`src/rtl/axis_gen_pkg.sv`:
```
// Shared types and constants for the AXI-Stream packet generator and
// for the checker that will later track the same throttle sequence.
package axis_gen_pkg;

    typedef enum logic {
        IDLE = 1'b0,
        RUN  = 1'b1
    } gen_state_t;

    typedef enum logic {
        MODE_INC = 1'b0,
        MODE_DEC = 1'b1
    } gen_mode_t;

    // Galois feedback mask for x^16 + x^14 + x^13 + x^11 + 1 (right-shifting form).
    localparam logic [15:0] LFSR_TAPS = 16'hB400;

    // One step of the right-shifting Galois LFSR.
    function automatic logic [15:0] lfsr_step(input logic [15:0] s);
        logic [15:0] shifted;
        shifted = s >> 1;
        return s[0] ? (shifted ^ LFSR_TAPS) : shifted;
    endfunction

endpackage

```
`src/rtl/lfsr16.sv`:
```
// 16-bit Galois LFSR with a parameterised reset seed. The seed must be
// non-zero, otherwise the register locks at zero.
module lfsr16
    import axis_gen_pkg::*;
#(
    parameter logic [15:0] SEED = 16'hACE1
) (
    input  logic        clk,
    input  logic        rstn,
    input  logic        en,
    output logic [15:0] state
);

    logic [15:0] state_q;
    logic [15:0] state_d;

    // Advance one step whenever enabled.
    always_comb begin
        state_d = state_q;
        if (en) begin
            state_d = lfsr_step(state_q);
        end
    end

    // State register, reloaded with the seed on reset.
    always_ff @(posedge clk or negedge rstn) begin
        if (!rstn) begin
            state_q <= SEED;
        end else begin
            state_q <= state_d;
        end
    end

    assign state = state_q;

endmodule

```
`src/rtl/axis_packet_gen.sv`:
```
// AXI-Stream packet generator. One start request produces one packet of
// n_words words (incrementing or decrementing from seed_word), packed
// WORDS_PER_BEAT per beat, lane 0 = lowest word index. Beat offers are
// throttled by a free-running LFSR; once offered, a beat is held
// unchanged until accepted. All outputs come straight from flops.
// BUS_W must be a multiple of WORD_W.
module axis_packet_gen
    import axis_gen_pkg::*;
#(
    parameter int          WORD_W         = 8,
    parameter int          BUS_W          = 32,
    parameter int          MAX_WORDS      = 1024,
    parameter int          PROB_VALID     = 100,
    parameter logic [15:0] LFSR_SEED      = 16'hACE1,
    localparam int         WORDS_PER_BEAT = BUS_W / WORD_W,
    localparam int         CNT_W          = $clog2(MAX_WORDS + 1)
) (
    input  logic                                   clk,
    input  logic                                   rstn,
    input  logic                                   start,
    input  logic [CNT_W-1:0]                       n_words,
    input  logic                                   mode,
    input  logic [WORD_W-1:0]                      seed_word,
    output logic                                   busy,
    output logic                                   done,
    output logic                                   m_valid,
    input  logic                                   m_ready,
    output logic [WORDS_PER_BEAT-1:0][WORD_W-1:0]  m_data,
    output logic [WORDS_PER_BEAT-1:0]              m_keep,
    output logic                                   m_last,
    output logic                                   dbg_state
);

    // k is one bit wider than the length so k + lane never wraps.
    localparam int            KW           = CNT_W + 1;
    localparam int            AW           = (KW > WORD_W) ? KW : WORD_W;
    localparam logic [KW-1:0] WPB_K        = KW'(WORDS_PER_BEAT);
    localparam logic [7:0]    VALID_THRESH = 8'((PROB_VALID * 128) / 100);

    // Handshake contract: a beat transfers on a rising edge where
    // m_valid && m_ready; while m_valid is high and m_ready is low the
    // beat (m_valid, m_data, m_keep, m_last) is frozen.

    gen_state_t                          state_q, state_d;
    logic [KW-1:0]                       k_q, k_d;
    logic [CNT_W-1:0]                    n_q, n_d;
    gen_mode_t                           mode_q, mode_d;
    logic [WORD_W-1:0]                   seed_q, seed_d;
    logic                                valid_q, valid_d;
    logic [WORDS_PER_BEAT-1:0][WORD_W-1:0] data_q, data_d;
    logic [WORDS_PER_BEAT-1:0]           keep_q, keep_d;
    logic                                last_q, last_d;
    logic                                done_q, done_d;

    logic [15:0]                         lfsr_state;
    logic                                lfsr_unused;
    logic                                lfsr_ok;
    logic                                handshake;
    logic [KW-1:0]                       n_ext;
    logic [KW-1:0]                       k_next;
    logic [WORDS_PER_BEAT-1:0][WORD_W-1:0] lane_data;
    logic [WORDS_PER_BEAT-1:0]           lane_keep;
    logic                                lane_last;

    // Word value at absolute index idx, modulo 2^WORD_W.
    function automatic logic [WORD_W-1:0] word_at(
        input logic [WORD_W-1:0] seed,
        input gen_mode_t         md,
        input logic [KW-1:0]     idx
    );
        logic [AW-1:0] sum;
        if (md == MODE_DEC) begin
            sum = AW'(seed) - AW'(idx);
        end else begin
            sum = AW'(seed) + AW'(idx);
        end
        return sum[WORD_W-1:0];
    endfunction

    lfsr16 #(
        .SEED (LFSR_SEED)
    ) u_lfsr (
        .clk   (clk),
        .rstn  (rstn),
        .en    (1'b1),
        .state (lfsr_state)
    );

    assign lfsr_unused = ^lfsr_state[15:7];
    assign lfsr_ok     = ({1'b0, lfsr_state[6:0]} < VALID_THRESH);
    assign handshake   = valid_q && m_ready;
    assign n_ext       = {1'b0, n_q};
    // Index of the first word of the beat that may be offered this edge.
    assign k_next      = (handshake && !last_q) ? (k_q + WPB_K) : k_q;

    // Lane fill: build the candidate beat starting at word k_next.
    always_comb begin
        lane_data = '0;
        lane_keep = '0;
        lane_last = ((n_ext - k_next) <= WPB_K);
        for (int i = 0; i < WORDS_PER_BEAT; i++) begin
            if ((k_next + KW'(i)) < n_ext) begin
                lane_keep[i] = 1'b1;
                lane_data[i] = word_at(seed_q, mode_q, k_next + KW'(i));
            end
        end
    end

    // Next-state, counter and output-register logic.
    always_comb begin
        state_d = state_q;
        k_d     = k_q;
        n_d     = n_q;
        mode_d  = mode_q;
        seed_d  = seed_q;
        valid_d = valid_q;
        data_d  = data_q;
        keep_d  = keep_q;
        last_d  = last_q;
        done_d  = 1'b0;

        unique case (state_q)
            IDLE: begin
                if (start) begin
                    if (n_words != '0) begin
                        state_d = RUN;
                        k_d     = '0;
                        n_d     = n_words;
                        mode_d  = gen_mode_t'(mode);
                        seed_d  = seed_word;
                    end else begin
                        done_d = 1'b1;
                    end
                end
            end
            RUN: begin
                if (handshake && last_q) begin
                    state_d = IDLE;
                    valid_d = 1'b0;
                    data_d  = '0;
                    keep_d  = '0;
                    last_d  = 1'b0;
                    done_d  = 1'b1;
                end else begin
                    k_d = k_next;
                    if ((!valid_q || handshake) && (k_next < n_ext) && lfsr_ok) begin
                        valid_d = 1'b1;
                        data_d  = lane_data;
                        keep_d  = lane_keep;
                        last_d  = lane_last;
                    end else if (handshake) begin
                        valid_d = 1'b0;
                    end
                end
            end
            default: state_d = IDLE;
        endcase
    end

    // State and output registers; reset aborts any packet in flight.
    always_ff @(posedge clk or negedge rstn) begin
        if (!rstn) begin
            state_q <= IDLE;
            k_q     <= '0;
            n_q     <= '0;
            mode_q  <= MODE_INC;
            seed_q  <= '0;
            valid_q <= 1'b0;
            data_q  <= '0;
            keep_q  <= '0;
            last_q  <= 1'b0;
            done_q  <= 1'b0;
        end else begin
            state_q <= state_d;
            k_q     <= k_d;
            n_q     <= n_d;
            mode_q  <= mode_d;
            seed_q  <= seed_d;
            valid_q <= valid_d;
            data_q  <= data_d;
            keep_q  <= keep_d;
            last_q  <= last_d;
            done_q  <= done_d;
        end
    end

    assign busy      = (state_q == RUN);
    assign done      = done_q;
    assign m_valid   = valid_q;
    assign m_data    = data_q;
    assign m_keep    = keep_q;
    assign m_last    = last_q;
    assign dbg_state = state_q;

endmodule

```
`config.mk`:
```
export PLATFORM = sky130hd
export DESIGN_NAME = axis_packet_gen
export DESIGN_NICKNAME = d
export VERILOG_FILES = /design/src/rtl/axis_gen_pkg.sv /design/src/rtl/lfsr16.sv /design/src/rtl/axis_packet_gen.sv
export SDC_FILE = /design/constraint.sdc
export NUM_CORES = 1
export LEC_CHECK = 0
export CAP_MARGIN = 30
export CORE_MARGIN = 2
export CORE_UTILIZATION = 50
export CTS_BUF_LIST = sky130_fd_sc_hd__clkbuf_8
export DETAILED_ROUTE_END_ITERATION = 10
export GPL_TIMING_DRIVEN = 0
export PLACE_DENSITY = 0.84
export SLEW_MARGIN = 20
export SYNTH_ARGS = -nofsm -noshare
export SYNTH_HDL_FRONTEND = slang
export SYNTH_HIERARCHICAL = 1
export SYNTH_SLANG_ARGS = --single-unit
```
`constraint.sdc`:
```
create_clock -name clk -period 7.58 [get_ports clk]
set_clock_uncertainty 0.15 [all_clocks]
set_input_delay 2.274 -clock clk [delete_from_list [all_inputs] [get_ports clk]]
set_output_delay 2.274 -clock clk [all_outputs]
set_load 0.01 [all_outputs]
```
=== Word-level counts from Yosys, hierarchy flattened ===
Index checks and enable logic that the tools add are counted.

* Add/sub/neg operators: 13
* Multipliers: 0
* Div/mod/pow operators: 0
* Order comparisons: 5
* Equal/unequal tests: 3
* Shift-type cells: 0
* Muxes and demuxes: 34
* Bitwise logic cells: 1
* Reduce and logical (&&, ||, !) cells: 14

{| class="wikitable"
|+ Operator list
! kind !! number
|-
| 2-to-1 mux 32 bit || 2
|-
| 2-to-1 mux 8 bit || 8
|-
| less-than comparator 12 x 11 -> 1 bit || 4
|-
| 2-to-1 mux 12 bit || 4
|-
| adder 8 bit || 4
|-
| subtractor 8 bit || 4
|-
| adder 12 x 2 -> 12 bit, second input constant || 2
|-
| case mux 12 bit (2 select lines) || 1
|-
| 2-to-1 mux 1 bit || 15
|-
| adder 12 x 1 -> 12 bit, second input constant || 1
|-
| adder 12 x 3 -> 12 bit, second input constant || 1
|-
| less-or-equal comparator 12 x 3 -> 1 bit, second input constant || 1
|-
| subtractor 11 x 12 -> 12 bit || 1
|-
| nonzero test 11 bit || 1
|-
| 2-to-1 mux 4 bit || 2
|-
| != test 2 bit, second input constant || 3
|-
| AND reduction 3 bit || 2
|-
| logical AND 1 bit || 4
|-
| case mux 1 bit (2 select lines) || 2
|-
| AND reduction 2 bit || 2
|-
| nonzero test 3 bit || 1
|-
| zero test 1 bit || 2
|-
| nonzero test 2 bit || 1
|-
| logical OR 1 bit || 1
|-
| NOT 1 bit || 1
|}

* Register bits after elaboration: 72
* Latch bits: 0
* RAM bits: 0
* Bits in read-only memories: 0
* Input port bits: 24
* Output and inout bits: 41
* Memories kept: 0

=== Logic depth before layout (Yosys ltp) ===
* Depth in word-level cells: 9
* Depth in mapped cells: 16
* Gate-level depth less buffers: 14

=== Worst setup path after synthesis ===
No wires, ideal clock.

* Path kind: input to register
* Start point: input m_ready
* End point: register data_q (netlist bit m_data[10])
* Setup time: 0.104 ns
* Data arrival time: 5.565 ns
* Required time: 7.326 ns
* Path slack: 1.761 ns
* Stages on the path: 15
* Buffers on the path: 3
* Path through: nand4b_2 buf_6 nor3_1 xor2_1 ha_1 clkbuf_1 nand3_1 or4b_2 nor4_1 and4b_1 o21ai_0 o311ai_4 buf_2 nand2_1 o41ai_4

* Longest elaborated chain between the ends: 9
* Elaborated cells between the ends (all ways): 17

{| class="wikitable"
|+ RTL lines
! element !! RTL line !! RTL
|-
| start, declared || axis_packet_gen.sv:27 || <nowiki>input logic m_ready,</nowiki>
|-
| logical AND 1 bit * || axis_packet_gen.sv:91 || <nowiki>assign handshake = valid_q && m_ready;</nowiki>
|-
| logical AND 1 bit || axis_packet_gen.sv:94 || <nowiki>assign k_next = (handshake && !last_q) ? (k_q + WPB_K) : k_q;</nowiki>
|-
| 2-to-1 mux 12 bit || axis_packet_gen.sv:94 ||
|-
| adder 12 x 1 -> 12 bit || axis_packet_gen.sv:104 || <nowiki>lane_data[i] = word_at(seed_q, mode_q, k_next + KW'(i));</nowiki>
|-
| adder 8 bit or subtractor 8 bit (tied branches) || axis_packet_gen.sv:75, axis_packet_gen.sv:73 ||
|-
| 2-to-1 mux 8 bit || axis_packet_gen.sv:72 || <nowiki>if (md == MODE_DEC) begin</nowiki>
|-
| 2-to-1 mux 8 bit || axis_packet_gen.sv:102 || <nowiki>if ((k_next + KW'(i)) < n_ext) begin</nowiki>
|-
| 2-to-1 mux 32 bit || axis_packet_gen.sv:146 || <nowiki>if ((!valid_q || handshake) && (k_next < n_ext) && lfsr_ok) begin</nowiki>
|-
| 2-to-1 mux 32 bit || axis_packet_gen.sv:137 || <nowiki>if (handshake && last_q) begin</nowiki>
|-
| end signal, assigned || axis_packet_gen.sv:180 || <nowiki>data_q <= data_d;</nowiki>
|-
| end, declared || axis_packet_gen.sv:50 || <nowiki>logic [WORDS_PER_BEAT-1:0][WORD_W-1:0] data_q, data_d;</nowiki>
|}

Every way passes the cells marked *; elsewhere a longest branch is shown, timed or not. The select of a mux whose other input is x is not followed.
A chain may end at the register's enable or synchronous reset.

=== Worst setup path after layout ===
* Start point: input m_ready
* End point: register data_q (netlist bit m_data[7])

* Longest elaborated chain between the ends: 8
* Elaborated cells between the ends (all ways): 15

{| class="wikitable"
|+ RTL lines
! element !! RTL line
|-
| logical AND 1 bit * || axis_packet_gen.sv:91
|-
| logical AND 1 bit || axis_packet_gen.sv:94
|-
| 2-to-1 mux 12 bit || axis_packet_gen.sv:94
|-
| adder 8 bit or subtractor 8 bit (tied branches) || axis_packet_gen.sv:75, axis_packet_gen.sv:73
|-
| 2-to-1 mux 8 bit || axis_packet_gen.sv:72
|-
| 2-to-1 mux 8 bit || axis_packet_gen.sv:102
|-
| 2-to-1 mux 32 bit || axis_packet_gen.sv:146
|-
| 2-to-1 mux 32 bit || axis_packet_gen.sv:137
|}

Marked as above.

==> impl_metrics.ini <==
[critical_path]
critical_path_class = input pin to register
critPathLaunchType = input pin
path_max_fanout = 10
cp_data_arrival_time_ps = 7270
endpoint_kind = register
cp_num_buf_inv = 4
critPathSlowestCell = nor3_1
path_cells = clkdlybuf4s50_1, nand4b_2, buf_6, nor3_1, xor2_1, ha_1, clkbuf_1, nand3_1, or4b_2, nor4_1, and4b_1, o21ai_0, o311ai_4, buf_2, nand2_1, o21ai_0
crit_top_cell = o21ai_0
slowest_delay_ps = 750
cp_top_family = simple AND/OR/NAND/NOR gates
required_ps = 7690

[floorplan]
initial_core_util = 0.5118
die_width_um = 106.3
num_rows = 37
dieArea_um2 = 11310
ios = 65
die_h_um = 106.3
core_um2 = 10230

[final_layout]
final_common_cell = dfrtp_1
final_cell_mix = 70 x dfrtp_1, 63 x clkdlybuf4s50_1, 59 x nand2_1
final_nets = 709
layout-drive-gt1-share = 0.08307
utilization = 0.6144
n_antenna_cell = 0
final-instance-count-excl-fill = 774
syn_to_final_growth_pct = 20.05

[run_status]
status = completed

[grt]
grt_pass1_vias = 4549
grt_max_degree = 43
grt_use_total = 0.2517
grt_pass1_wl_mm = 22.16
antenna_found_initial = 0
gr-total-overflow = 0

[placed_design]
dp_hpwl_mm = 10.46
globalplace.congestion = 0.9402
dpl.cell_count = 758
port_buffers = 64
post-place-ws_ps = 147.4

[clocking]
cts-buffers-inserted = 9
postCtsHoldBufs = 0
htreeDepth = 3
cts_setup_buffers = 0
cts_tree = yes
ctsResizeCount = 0
clock_latency_ps = 350
clk_pin_slew_ps = 80
clk_path_buf_depth = 2
cts-root-buf = clkbuf_8
cts_sinks = 70

[detailed_routing]
met2_length_mm = 6.773
wl_per_cell_um = 17.61
first_pass_iters = 7
wl_met1_mm = 5.750
drc = 0
ant_nets = 0
drt_iter0_markers = 187
drt-total-wl_mm = 13.63
wl_met3_um = 624
top_layer = met4
dr_total_vias = 4467
viasPerCell = 5.771

[logic_synthesis]
async_flop_share = 1.000
ys_warn_count = 6
synth.distinct_cells = 69
synth_top_area_share = 0.3345
ys_seq_area_frac = 0.3345
ys_seq_elements = 70
synthCells = 553
synth_edf_count = 0
synth_top_cell_by_area = dfrtp_1
syn_avg_cell_area_um2 = 9.469
yosys-top-cells-area = dfrtp_1 33%, ha_1 12%, xnor2_1 6.2%
syn_area_um2 = 5236
ys.flop_type = dfrtp_1

[timing]
slew_headroom = 0.3844
worst_slack_ps = 425.7
rsz0062_at_grt = no
fin_tns_setup_ps = 0
timing.final.crit_period_ps = 7154
clock.fmax_mhz = 139.8
maxSlewViolCount = 0
finalHoldViolations = 0
fin_crit_sh = 0.9438
setup_viol = 0
tightest_slew_ps = 916.3

[worst_hold_path]
hold_class = register to register

[flow_run]
maxCapViolations = 0
==> cells in the mapped netlist (4+ instances only) <==
library cell	n
dfrtp_1	70
nand2_1	59
ha_1	50
o21ai_0	45
xnor2_1	37
inv_1	33
a21o_1	22
a21oi_1	21
xor2_1	21
a22o_1	18
nor2_1	15
nand2b_1	13
clkbuf_1	10
nand3_1	10
o31ai_1	9
nor3_1	8
a31oi_1	7
buf_2	7
mux2_2	7
nor2b_1	7
nor4_1	6
o21bai_1	6
buf_1	5
o22ai_1	5
nand4_1	4
o21a_1	4
==> metal layers <==
metal  track usage  vias up
met1        0.2997     2171
met4        0.1062        0
li1              -     2118
met3       0.04966       35
met5             0        -
met2        0.4409      143
==> flip-flops by register name (all words and copies together) (netlist names) <==
register	count
mode_q	1
m_keep	4
m_last	1
m_data	32
n_q	11
seed_q	8
m_valid	1
done	1
busy	1
k_q	10
==> final cells by class <==
cell class,instances,area [µm²]
Fill cell,848,3945
Multi-Input combinational cell,428,3234
Sequential cell,70,1752
Timing Repair Buffer,65,658.1
Tap cell,136,170.2
Buffer,26,141.4
Clock buffer,10,137.6
Inverter,33,123.9
Clock inverter,6,68.82
==> kinds of logic after synthesis <==
logic type | synth area share
fa+ha+maj | 0.1271
buf+inv | 0.05066
simple gates | 0.1326
mux | 0.01959
other cells | 0.001434
compound gates | 0.2189
flops | 0.3345
xor+xnor | 0.1152
==> through the flow <==
stage,instance area [µm²],hold WS [ps]
2_1_floorplan,5251,305.9
3_3_place_gp,6062,311.7
3_5_place_dp,6080,317.0
4_1_cts,6286,335.7
5_1_grt,6286,356.9
6_report,6286,333.7
==> worst paths after layout <==
path                             from         end  slack (ps)  cells after the start
setup / recovery              m_ready   m_data[7]         430                     16
max in group asynchronous        rstn      k_q[5]        5000                      2
min in group asynchronous        rstn   m_keep[3]        1690                      1
hold reg to reg            m_data[11]  m_data[11]         330                      2
hold / removal             m_data[11]  m_data[11]         330                      2
setup reg to reg               m_last   m_data[7]        2410                     15
==> worst reg2reg max path: cells and delay by family, from the launching register on <==
family	cells	cell delay, ps
buffers and inverters	3	820
flip-flops	1	470
adder cells (fa/ha/maj)	1	340
AND/OR/NAND/NOR	7	2630
AO/OA/AOI/OAI	3	480
XOR/XNOR	1	180
Power is not shown: default switching activity piles up to over one toggle a cycle in this logic, so the estimate is an artifact.
